File: src/rtl/uart_rx.sv
// UART 8N1 receiver: oversampled start detection, LSB-first data recovery, FIFO write strobe and error pulses.
// Optional even-parity support is enabled by defining UART_RX_PARITY_EN.
module uart_rx #(
    parameter int OVERSAMPLE = 16
) (
    input  logic       clk,
    input  logic       rst,
    input  logic       rx,
    input  logic       sample_tick,
    input  logic       fifo_full,
    output logic [7:0] rx_data,
    output logic       fifo_wr_en,
    output logic       frame_err,
    output logic       overrun_err,
`ifdef UART_RX_PARITY_EN
    output logic       parity_err,
`endif
    output logic       busy
);

    localparam int TW = $clog2(OVERSAMPLE);
    localparam logic [TW-1:0] HALF = TW'(OVERSAMPLE / 2 - 1);
    localparam logic [TW-1:0] LAST = TW'(OVERSAMPLE - 1);

    typedef enum logic [2:0] {
        S_IDLE,
        S_START,
        S_DATA,
`ifdef UART_RX_PARITY_EN
        S_PARITY,
`endif
        S_STOP
    } state_t;

    state_t        state, state_n;
    logic          rx_m, rx_s, rx_d;
    logic [TW-1:0] tick_cnt, tick_cnt_n;
    logic [2:0]    bit_idx, bit_idx_n;
    logic [7:0]    shift, shift_n;
    logic [7:0]    rx_data_n;
    logic          busy_n, wr_n, fe_n, ov_n;
`ifdef UART_RX_PARITY_EN
    logic          par_bad, par_bad_n, pe_n;
`endif

    always_ff @(posedge clk) begin
        if (rst) begin
            rx_m        <= 1'b1;
            rx_s        <= 1'b1;
            rx_d        <= 1'b1;
            state       <= S_IDLE;
            tick_cnt    <= '0;
            bit_idx     <= '0;
            shift       <= '0;
            rx_data     <= '0;
            busy        <= 1'b0;
            fifo_wr_en  <= 1'b0;
            frame_err   <= 1'b0;
            overrun_err <= 1'b0;
`ifdef UART_RX_PARITY_EN
            par_bad     <= 1'b0;
            parity_err  <= 1'b0;
`endif
        end else begin
            rx_m        <= rx;
            rx_s        <= rx_m;
            rx_d        <= rx_s;
            state       <= state_n;
            tick_cnt    <= tick_cnt_n;
            bit_idx     <= bit_idx_n;
            shift       <= shift_n;
            rx_data     <= rx_data_n;
            busy        <= busy_n;
            fifo_wr_en  <= wr_n;
            frame_err   <= fe_n;
            overrun_err <= ov_n;
`ifdef UART_RX_PARITY_EN
            par_bad     <= par_bad_n;
            parity_err  <= pe_n;
`endif
        end
    end

    always_comb begin
        state_n    = state;
        tick_cnt_n = tick_cnt;
        bit_idx_n  = bit_idx;
        shift_n    = shift;
        rx_data_n  = rx_data;
        busy_n     = busy;
        wr_n       = 1'b0;
        fe_n       = 1'b0;
        ov_n       = 1'b0;
`ifdef UART_RX_PARITY_EN
        par_bad_n  = par_bad;
        pe_n       = 1'b0;
`endif
        case (state)
            S_IDLE: begin
                // Edge-triggered only: a line held low cannot start a new frame
                if (rx_d && !rx_s) begin
                    tick_cnt_n = '0;
                    busy_n     = 1'b1;
                    state_n    = S_START;
                end
            end
            S_START: begin
                if (sample_tick) begin
                    if (tick_cnt == HALF) begin
                        if (!rx_s) begin
                            tick_cnt_n = '0;
                            bit_idx_n  = '0;
                            state_n    = S_DATA;
                        end else begin
                            busy_n  = 1'b0;
                            state_n = S_IDLE;
                        end
                    end else begin
                        tick_cnt_n = tick_cnt + 1'b1;
                    end
                end
            end
            S_DATA: begin
                if (sample_tick) begin
                    if (tick_cnt == LAST) begin
                        shift_n    = {rx_s, shift[7:1]};
                        tick_cnt_n = '0;
                        bit_idx_n  = bit_idx + 1'b1;
                        if (bit_idx == 3'd7) begin
`ifdef UART_RX_PARITY_EN
                            state_n = S_PARITY;
`else
                            state_n = S_STOP;
`endif
                        end
                    end else begin
                        tick_cnt_n = tick_cnt + 1'b1;
                    end
                end
            end
`ifdef UART_RX_PARITY_EN
            S_PARITY: begin
                if (sample_tick) begin
                    if (tick_cnt == LAST) begin
                        par_bad_n  = ^{shift, rx_s};
                        tick_cnt_n = '0;
                        state_n    = S_STOP;
                    end else begin
                        tick_cnt_n = tick_cnt + 1'b1;
                    end
                end
            end
`endif
            S_STOP: begin
                if (sample_tick) begin
                    if (tick_cnt == LAST) begin
                        // Leave at mid-stop so a short stop bit still resynchronizes
                        busy_n  = 1'b0;
                        state_n = S_IDLE;
                        if (!rx_s) begin
                            fe_n = 1'b1;
`ifdef UART_RX_PARITY_EN
                        end else if (par_bad) begin
                            pe_n = 1'b1;
`endif
                        end else if (fifo_full) begin
                            ov_n = 1'b1;
                        end else begin
                            wr_n      = 1'b1;
                            rx_data_n = shift;
                        end
                    end else begin
                        tick_cnt_n = tick_cnt + 1'b1;
                    end
                end
            end
            default: begin
                busy_n  = 1'b0;
                state_n = S_IDLE;
            end
        endcase
    end

endmodule

File: config.mk
export PLATFORM = sky130hd
export DESIGN_NAME = uart_rx
export DESIGN_NICKNAME = d
export VERILOG_FILES = /design/src/rtl/uart_rx.sv
export SDC_FILE = /design/constraint.sdc
export NUM_CORES = 1
export LEC_CHECK = 0
export BUFFER_PORTS_ARGS = -buffer_cell sky130_fd_sc_hd__buf_2
export CORE_MARGIN = 2
export CORE_UTILIZATION = 40
export DETAILED_ROUTE_END_ITERATION = 8
export GPL_TIMING_DRIVEN = 0
export PLACE_DENSITY = 0.56
export SLEW_MARGIN = 20
export SYNTH_ARGS = -nofsm -noshare
export SYNTH_HDL_FRONTEND = slang
export SYNTH_SLANG_ARGS = --single-unit
File: constraint.sdc
create_clock -name clk -period 2.4 [get_ports clk]
set_input_delay 0.24 -clock clk [delete_from_list [all_inputs] [get_ports clk]]
set_output_delay 0.24 -clock clk [all_outputs]
set_load 0.005 [all_outputs]
==> results.yml, run 1 <==
synth:
  syn_nets: 170
  ys_types: 36
  synth_cells: 158
  yosysWarnings: 0
  seq_area_frac_synth: 0.4324
  syn_avg_cell_area_um2: 9.376
  syn_area_um2: 1481
  synth.ff_latch_count: 32
sta:
  finalCritPeriodShare: 0.8349
  maxSlewHeadroom: 0.6890
  fin_skew_ns: 0.005909
  hold_viol_final: 0
  worstMarginPinSlew_ns: 0.4665
  period_needed_ns: 2.004
  slew_violations: 0
  fmax_mhz: 499.1
  finalSetupTns_ns: 0
  rsz0062_at_grt: "false"
  setup_viol_count_final: 0
routing:
  dr.pass1.iters: 4
  drt_iter0_markers: 45
  vias_per_cell: 5.043
  routed_wl_um: 2853
  ant_nets: 0
  wl_per_cell_um: 12.40
  drc: 0
  vias: 1160
global_routing:
  grt_pass1_vias: 1123
  grt_use_total: 0.1524
  grtUsageMet2: 0.2642
  antenna_found_initial: 0
  top_usage_layer: "met2"
  overflow: 0
  met1_usage: 0.1808
  grt_pass1_wl_um: 4940
  grt_max_degree: 11
  met3_usage: 0.04861
critical_path:
  worstSetupEndpointType: "flop"
  worst_ep_arrival_time_ns: 2.16
  cp-start-kind: "flop"
  slowest_delay_ns: 0.41
  critPathKind: "flop to flop"
  cp_cell_sequence: "inv_1 > ha_1 > buf_4 > o21ba_2 > a221o_1 > a31oi_4 > mux2i_1 > nor2_1"
  r2r_cells: 8
  crit_required_ns: 2.56
  crit_path_top_delay_cell: "dfxtp_1"
  path_max_fanout: 9
cells_and_area:
  layout.area.seq_um2: 640.6
  multi_input_area_um2: 780.7
  final_common_cell: "dfxtp_1"
  layout_common_cells: "dfxtp_1, nor2_1, buf_2"
  area_delta_synth_final_pct: 15.71
  fillers: 371
  drive_above_1_share: 0.2308
  final_cell_area_um2: 1714
  fin_nets: 193
  diodes: 0
pwr:
  combPwrFrac: 0.152
  peakVddDrop_v: 0.0005163
  seqPwrFrac: 0.484
  p_int_uw: 844.7
  p_leak_uw: 0.0007579
  p_per_area_nw_per_um2: 667.7
  clkPwrFrac: 0.365
  switchingPower_uw: 299.8
  switching_share: 0.2620
place:
  dpl-instance-area_um2: 1622
  hpwl_um: 2065
  port_buffers: 16
  gp_congestion: 0.8914
clock_network:
  clock_sinks: 32
  cts_repair_resize_count: 0
  cts.htree.levels: 2
  post-cts-setup-buffers: 0
  insertion_delay_ns: 0.28
  tritoncts: "done"
  clk_pin_slew_ns: 0.07
  ctsHoldBuffers: 0
  cts-buffers-inserted: 5
  cts_root_buffer: "clkbuf_8"
  clockBufferDepth: 2
floorplan:
  core_area_um2: 3606
  fp-row-count: 22
  die_h_um: 64.86
  io_pins: 17
  chipWidth_um: 64.86
  dieArea_um2: 4206
  start_util: 0.4108
run:
  cap_violations: 0
worst_hold_path:
  holdPathStages: 2
  min_path_type: "input pin to flop"
status:
  status: "finished clean"
## routing by layer
layer,vias up,share of wire
met2,16,0.47
met4,0,0.012
met1,555,0.48
met3,4,0.039
met5,-,0
li1,585,-
## worst max-delay path, delay by kind of cell, from the launching register on
family	cells	cell delay (ns)
adder cells (fa/ha/maj)	1	0.18
flip-flops	1	0.41
AND/OR/NAND/NOR	1	0.05
AO/OA/AOI/OAI	3	0.77
multiplexers	1	0.23
buffers and inverters	2	0.25
## kinds of logic (layout without fill, tap and decap cells)
| kind of cell | count (synthesis) | count (layout) | share of synthesized area |
|---|---|---|---|
| AOI/OAI and AO/OA | 19 | 19 | 0.1030 |
| adders and majority gates | 7 | 7 | 0.05912 |
| buffers and inverters | 14 | 38 | 0.04054 |
| DFF | 32 | 32 | 0.4324 |
| muxes | 19 | 19 | 0.1292 |
| and+or+nand+nor | 67 | 67 | 0.2356 |
## through the flow
step | instances | hold slack (ns) | setup slack [ns] | total power (uW) | util
3_3_place_gp | 222 | 0.3969 | 0.4638 | 733.0 | 0.4497
6_report | 230 | 0.1497 | 0.3962 | 1145 | 0.4754
2_1_floorplan | 158 | 0.3193 | 0.5675 | 699.0 | -
5_1_grt | 230 | 0.1470 | 0.2338 | 1212 | 0.4754
3_5_place_dp | 222 | 0.4054 | 0.4056 | 738.7 | 0.4497
4_1_cts | 230 | 0.1443 | 0.3895 | 1161 | 0.4754
## registers in the layout (all words and copies together), names as in the netlist
name and flops:
bit_idx 3, busy 1, fifo_wr_en 1, frame_err 1, overrun_err 1, rx_d 1, rx_data 8, rx_m 1
rx_s 1, shift 8, state 2, tick_cnt 4
## worst paths after layout
check                start           to  slack (ns)
setup reg to reg  state[1]  tick_cnt[1]        0.40
hold reg to reg       rx_m         rx_s        0.41
hold / removal          rx         rx_m        0.15
setup / recovery  state[1]  tick_cnt[1]        0.40
## cells in the mapped netlist (all sizes together)
cell | instances | area, um^2
nand2b | 5 | 31.28
a31oi | 2 | 27.53
buf | 4 | 22.52
nand2 | 8 | 30.03
nor3 | 4 | 20.02
nor4b | 2 | 17.52
a221o | 1 | 10.01
nand4b | 1 | 8.760
a21boi | 1 | 7.510
or3 | 1 | 6.260
a21oi | 7 | 35.03
ha | 7 | 87.58
dfxtp | 32 | 640.6
and3 | 2 | 15.01
nand3b | 2 | 15.01
nand3 | 8 | 50.05
a221oi | 1 | 15.01
a2bb2oi | 1 | 8.760
nand4 | 1 | 12.51
o31ai | 1 | 7.510
mux2i | 18 | 180.2
clkbuf | 4 | 15.01
mux2 | 1 | 11.26
nor3b | 1 | 7.510
nor2 | 29 | 116.4
inv | 6 | 22.52
o21a | 1 | 7.510
o21ba | 1 | 10.01
a311oi | 1 | 8.760
a21bo | 1 | 10.01
or2 | 3 | 18.77
o21ai | 1 | 5.000
## area by class of cell
cell class,instances,area share
clock inverter,2,0.005839
timing repair buffer,16,0.04672
buffer,8,0.02190
multi-input combinational,112,0.4555
sequential,32,0.3737
clock buffer,6,0.04818
tap,48,0.03504
inverter,6,0.01314
## power groups by stage
stage	combinational [uW]	sequential, uW	clock (uW)
2_1_floorplan	135	564	0
3_3_place_gp	168	565	0
3_5_place_dp	173	565	0
4_1_cts	175	553	433
5_1_grt	195	555	462
6_report	174	553	418
No activity file was read; power rests on OpenSTA's default activity.
==> inputs of run 2 (changes only) <==
==> constraint.sdc (replaced) <==
create_clock -name clk -period 2 [get_ports clk]
set_input_delay 0.2 -clock clk [delete_from_list [all_inputs] [get_ports clk]]
set_output_delay 0.2 -clock clk [all_outputs]
set_load 0.005 [all_outputs]
==> run 2 against run 1 <==
  * Non-clock buffer count grew 3
  * Maximum frequency is 4.9% higher
  * Sequential cell count unchanged
  * Setup slack worse by 0.31 ns
  * Die area is the same
  * Via count grew 1.5%
  * Sequential power up 20%
  * Worst hold slack got worse by 0.039 ns
  * Total power rose by 22%
  * Final area up 3.3%
==> results.yml, run 2 (synthesized netlist as in run 1, its figures left out) <==
sta:
  period_needed_ns: 1.911
  worstMarginPinSlew_ns: 0.4781
  finalSetupTns_ns: 0
  fmax_mhz: 523.3
  maxSlewHeadroom: 0.6813
  fin_skew_ns: 0.005235
  hold_viol_final: 0
  finalCritPeriodShare: 0.9555
  setup_viol_count_final: 0
  slew_violations: 0
  whs_ns: 0.1103
clock_network:
  cts_root_buffer: "clkbuf_8"
  clockBufferDepth: 2
  cts-buffers-inserted: 5
  tritoncts: "done"
  cts.htree.levels: 2
  clock_sinks: 32
  insertion_delay_ns: 0.28
  ctsHoldBuffers: 0
  clk_pin_slew_ns: 0.07
critical_path:
  endpoint: "tick_cnt[1]"
  r2r_cells: 7
  crit_start: "state[0]"
  reg2reg_from: "state[0]"
  path_max_fanout: 9
  crit_required_ns: 2.15
  reg2reg_slack_ns: 0.09
  worst_ep_arrival_time_ns: 2.06
  cp-start-kind: "flop"
  worstSetupEndpointType: "flop"
  rr_endpoint: "tick_cnt[1]"
  critPathKind: "flop to flop"
routing:
  m1WireLength_um: 1402
  ant_nets: 0
  drt_iter0_markers: 73
  drc: 0
  dr.max_layer_used: "met4"
  met2_length_um: 1353
  vias_per_cell: 5.052
  wl_per_cell_um: 12.46
  routed_wl_um: 2904
  wl_met3_um: 120
  vias: 1177
  dr.pass1.iters: 4
place:
  hpwl_um: 2065
  gp_congestion: 0.8914
  place_inst: 222
  dpl-instance-area_um2: 1622
  port_buffers: 16
cells_and_area:
  diodes: 0
  drive_above_1_share: 0.2703
  final_cell_area_um2: 1770
  final_common_cell: "dfxtp_1"
  fillers: 367
  layout_common_cells: "dfxtp_1, nor2_1, buf_2, mux2i_1, nand2_1"
  fin_nets: 196
  stdcell_count: 233
  layout.area.seq_um2: 645.6
  area_delta_synth_final_pct: 19.51
  top_regs: "rx_data x8, shift x8, tick_cnt x4"
  multi_input_area_um2: 790.8
global_routing:
  antenna_found_initial: 0
  grt_pass1_wl_um: 4954
  grt_max_degree: 11
  grt_pass1_vias: 1127
  grt_use_total: 0.1528
  overflow: 0
floorplan:
  dieArea_um2: 4206
  chipWidth_um: 64.86
  fp-row-count: 22
  core_area_um2: 3606
  start_util: 0.4108
  die_h_um: 64.86
  io_pins: 17
status:
  status: "finished clean"
worst_hold_path:
  min_path_type: "input pin to flop"
  min_from: "rx"
pwr:
  power_uw: 1398
  p_leak_uw: 0.0007779
  p_per_area_nw_per_um2: 789.9
  peakVddDrop_v: 0.0006232
run:
  cap_violations: 0
==> run 2: report_power, final <==
group,internal (uW),switching [uW]
logic,109,126
registers,652,12.4
clock network,274,225
total,1030,364
==> run 2: how the worst min path moves through the flow <==
stage	to	slack [ns]	cells after the start
global route	rx_m	0.11	2
global placement	rx_m	0.39	2
floorplan	fifo_wr_en	0.28	1
CTS	rx_m	0.10	2
finish	rx_m	0.11	2
detailed placement	rx_m	0.39	2
==> run 2: timing repair <==
item                       CTS  global route
setup buffers                1             3
gates resized for setup      1             7
pin swaps                    0             1
setup endpoints to repair    2            14
==> run 2: per-stage QoR <==
step                      setup slack, ns  utilization
after floorplan                    0.1675            -
after global placement            0.06376       0.4497
after detailed placement         0.005620       0.4497
after CTS                         0.01194       0.4778
after global routing            -0.006279       0.4910
final                             0.08907       0.4910
==> run 2: final cells by class <==
| class | count | area share |
|---|---|---|
| multi-input cells | 112 | 0.4466 |
| clock inverters | 2 | 0.005654 |
| plain buffers | 7 | 0.02049 |
| repair buffers | 20 | 0.06926 |
| flip-flops and latches | 32 | 0.3647 |
| inverters | 6 | 0.01272 |
| well taps | 48 | 0.03392 |
| clock buffers | 6 | 0.04664 |
==> run 2: routing by layer <==
layer / global-route usage / vias up
li1: - / 596
met1: 0.1808 / 556
met2: 0.2655 / 21
met3: 0.04861 / 4
met4: 0.03989 / 0
met5: 0 / -
==> run 2: critical path, cell delays in order, from the launching register on <==
cell	delay (ns)
dfxtp_2	0.34
ha_1	0.19
clkbuf_4	0.19
o21ba_2	0.24
a221o_1	0.30
a31oi_4	0.26
mux2i_1	0.23
nor2_1	0.05
==> inputs of run 3 (changes only) <==
--- a/config.mk
+++ b/config.mk
@@ -6,12 +6,12 @@
 export NUM_CORES = 1
 export LEC_CHECK = 0
 export BUFFER_PORTS_ARGS = -buffer_cell sky130_fd_sc_hd__buf_2
+export CORE_ASPECT_RATIO = 1.75
 export CORE_MARGIN = 2
 export CORE_UTILIZATION = 40
 export DETAILED_ROUTE_END_ITERATION = 8
 export GPL_TIMING_DRIVEN = 0
 export PLACE_DENSITY = 0.56
-export SLEW_MARGIN = 20
 export SYNTH_ARGS = -nofsm -noshare
 export SYNTH_HDL_FRONTEND = slang
 export SYNTH_SLANG_ARGS = --single-unit
==> run 3 against run 2 <==
  * Clock skew up 0.0045 ns
  * Register-to-register slack improved by 0.04 ns
  * Clock power increased by 7.2%
  * Sequential power about the same
  * Total power increased by 2.8%
==> results.yml, run 3 (synthesized netlist as in run 1, its figures left out) <==
status:
  status: "finished clean"
clock_network:
  cts-buffers-inserted: 5
  clockBufferDepth: 2
  cts_root_buffer: "clkbuf_8"
  cts.htree.levels: 2
  insertion_delay_ns: 0.29
  clk_pin_slew_ns: 0.07
  tritoncts: "done"
  clock_sinks: 32
place:
  port_buffers: 16
  place_inst: 220
  hpwl_um: 2169
  gp_congestion: 0.8475
worst_hold_path:
  min_path_type: "input pin to flop"
global_routing:
  grt_pass1_vias: 1186
  antenna_found_initial: 0
  overflow: 0
  grt_use_total: 0.1574
  grt_max_degree: 12
  grt_pass1_wl_um: 5168
cells_and_area:
  multi_input_area_um2: 804.5
  fin_nets: 194
  stdcell_count: 229
  layout.area.seq_um2: 645.6
  top_regs: "rx_data x8, shift x8, tick_cnt x4"
  fillers: 354
  diodes: 0
  area_delta_synth_final_pct: 20.10
  layout_common_cells: "dfxtp_1, nor2_1, buf_2, mux2i_1, nand2_1"
  final_common_cell: "dfxtp_1"
  drive_above_1_share: 0.2623
critical_path:
  cp.buffers_inverters: 2
  worstSetupEndpointType: "flop"
  path_max_fanout: 9
  cp_cell_sequence: "inv_2 > ha_1 > buf_6 > o21ba_4 > a221o_1 > a31oi_4 > a21boi_1 > o21ai_0"
  cp-start-kind: "flop"
  reg2reg_slack_ns: 0.13
  crit_path_top_delay_cell: "dfxtp_4"
  worst_ep_arrival_time_ns: 2.05
  critical_path.top_delay_family: "compound AO/OA/AOI/OAI gates"
  slowest_delay_ns: 0.37
  critPathKind: "flop to flop"
  crit_required_ns: 2.18
sta:
  period_needed_ns: 1.873
  whs_ns: 0.09119
  hold_viol_final: 0
  maxSlewHeadroom: 0.6918
  fmax_mhz: 534.0
  finalCritPeriodShare: 0.9363
  finalSetupTns_ns: 0
  setup_viol_count_final: 0
  worstMarginPinSlew_ns: 0.4623
  slew_violations: 0
  rsz0062_at_grt: "false"
  fin_skew_ns: 0.009686
floorplan:
  core_area_um2: 3592
  chipWidth_um: 50.01
  fp-row-count: 29
  start_util: 0.4124
  io_pins: 17
  dieArea_um2: 4226
  die_h_um: 84.51
routing:
  dr.pass1.iters: 4
  drt_iter0_markers: 21
  vias_per_cell: 5.109
  vias: 1170
  drc: 0
  routed_wl_um: 2921
  wl_per_cell_um: 12.76
  ant_nets: 0
pwr:
  peakVddDrop_v: 0.0004152
  p_per_area_nw_per_um2: 807.6
  p_leak_uw: 0.0007647
  power_uw: 1437
run:
  cap_violations: 0
[run 3: cell count changes in the layout (fill, tap and decap cells not counted), sizes merged]
cell,change
buf,-1
clkbuf,-1
clkinv,-2
clkinvlp,+2
[run 3: per-stage QoR]
stage          setup WS (ns)  utilization  cell area [um^2]
2_1_floorplan         0.1675            -              1481
3_3_place_gp         0.06611       0.4507              1619
3_5_place_dp        -0.01123       0.4507              1619
4_1_cts              0.01130       0.4793              1722
5_1_grt              0.01087       0.4953              1779
6_report              0.1275       0.4953              1779
[run 3: worst register-to-register path: cells and delay by family (launching register included)]
kind            cells  cell delay, ns
fa+ha+maj           1            0.18
compound gates      5            1.03
flops               1            0.37
buf+inv             2            0.18
[run 3: layout make-up]
type / count / share of cell area
multi-input combinational: 112 / 0.4522
sequential: 32 / 0.3629
timing repair buffer: 18 / 0.06048
clock buffer: 6 / 0.04641
tap: 46 / 0.03235
buffer: 7 / 0.02461
inverter: 6 / 0.01266
clock inverter: 2 / 0.008439
[run 3: repair_timing]
item                                    4_1_cts  5_1_grt
setup buffers                                 0        2
resized for setup                             2       11
hold buffers                                  0        0
pin swaps                                     1        2
endpoints found under the setup margin        2       16
[run 3: report_power, final]
| part | switching [uW] | internal [uW] |
|---|---|---|
| logic | 127 | 112 |
| clock network | 256 | 278 |
| registers | 12.1 | 652 |
[run 3: final timing paths]
| path | from | cells after the start | end |
|---|---|---|---|
| worst max-delay path | state[1] | 8 | tick_cnt[3] |
| worst min-delay path | rx | 2 | rx_m |
| worst max register to register | state[1] | 8 | tick_cnt[3] |
| worst min register to register | rx_m | 1 | rx_s |
[run 3: routing by layer]
layer	global-route usage	up-vias	routed length (um)
met5	0	-	0
met4	0.08838	0	97
met3	0.03915	11	90
met2	0.2787	19	1602
met1	0.1627	549	1129
li1	-	591	-
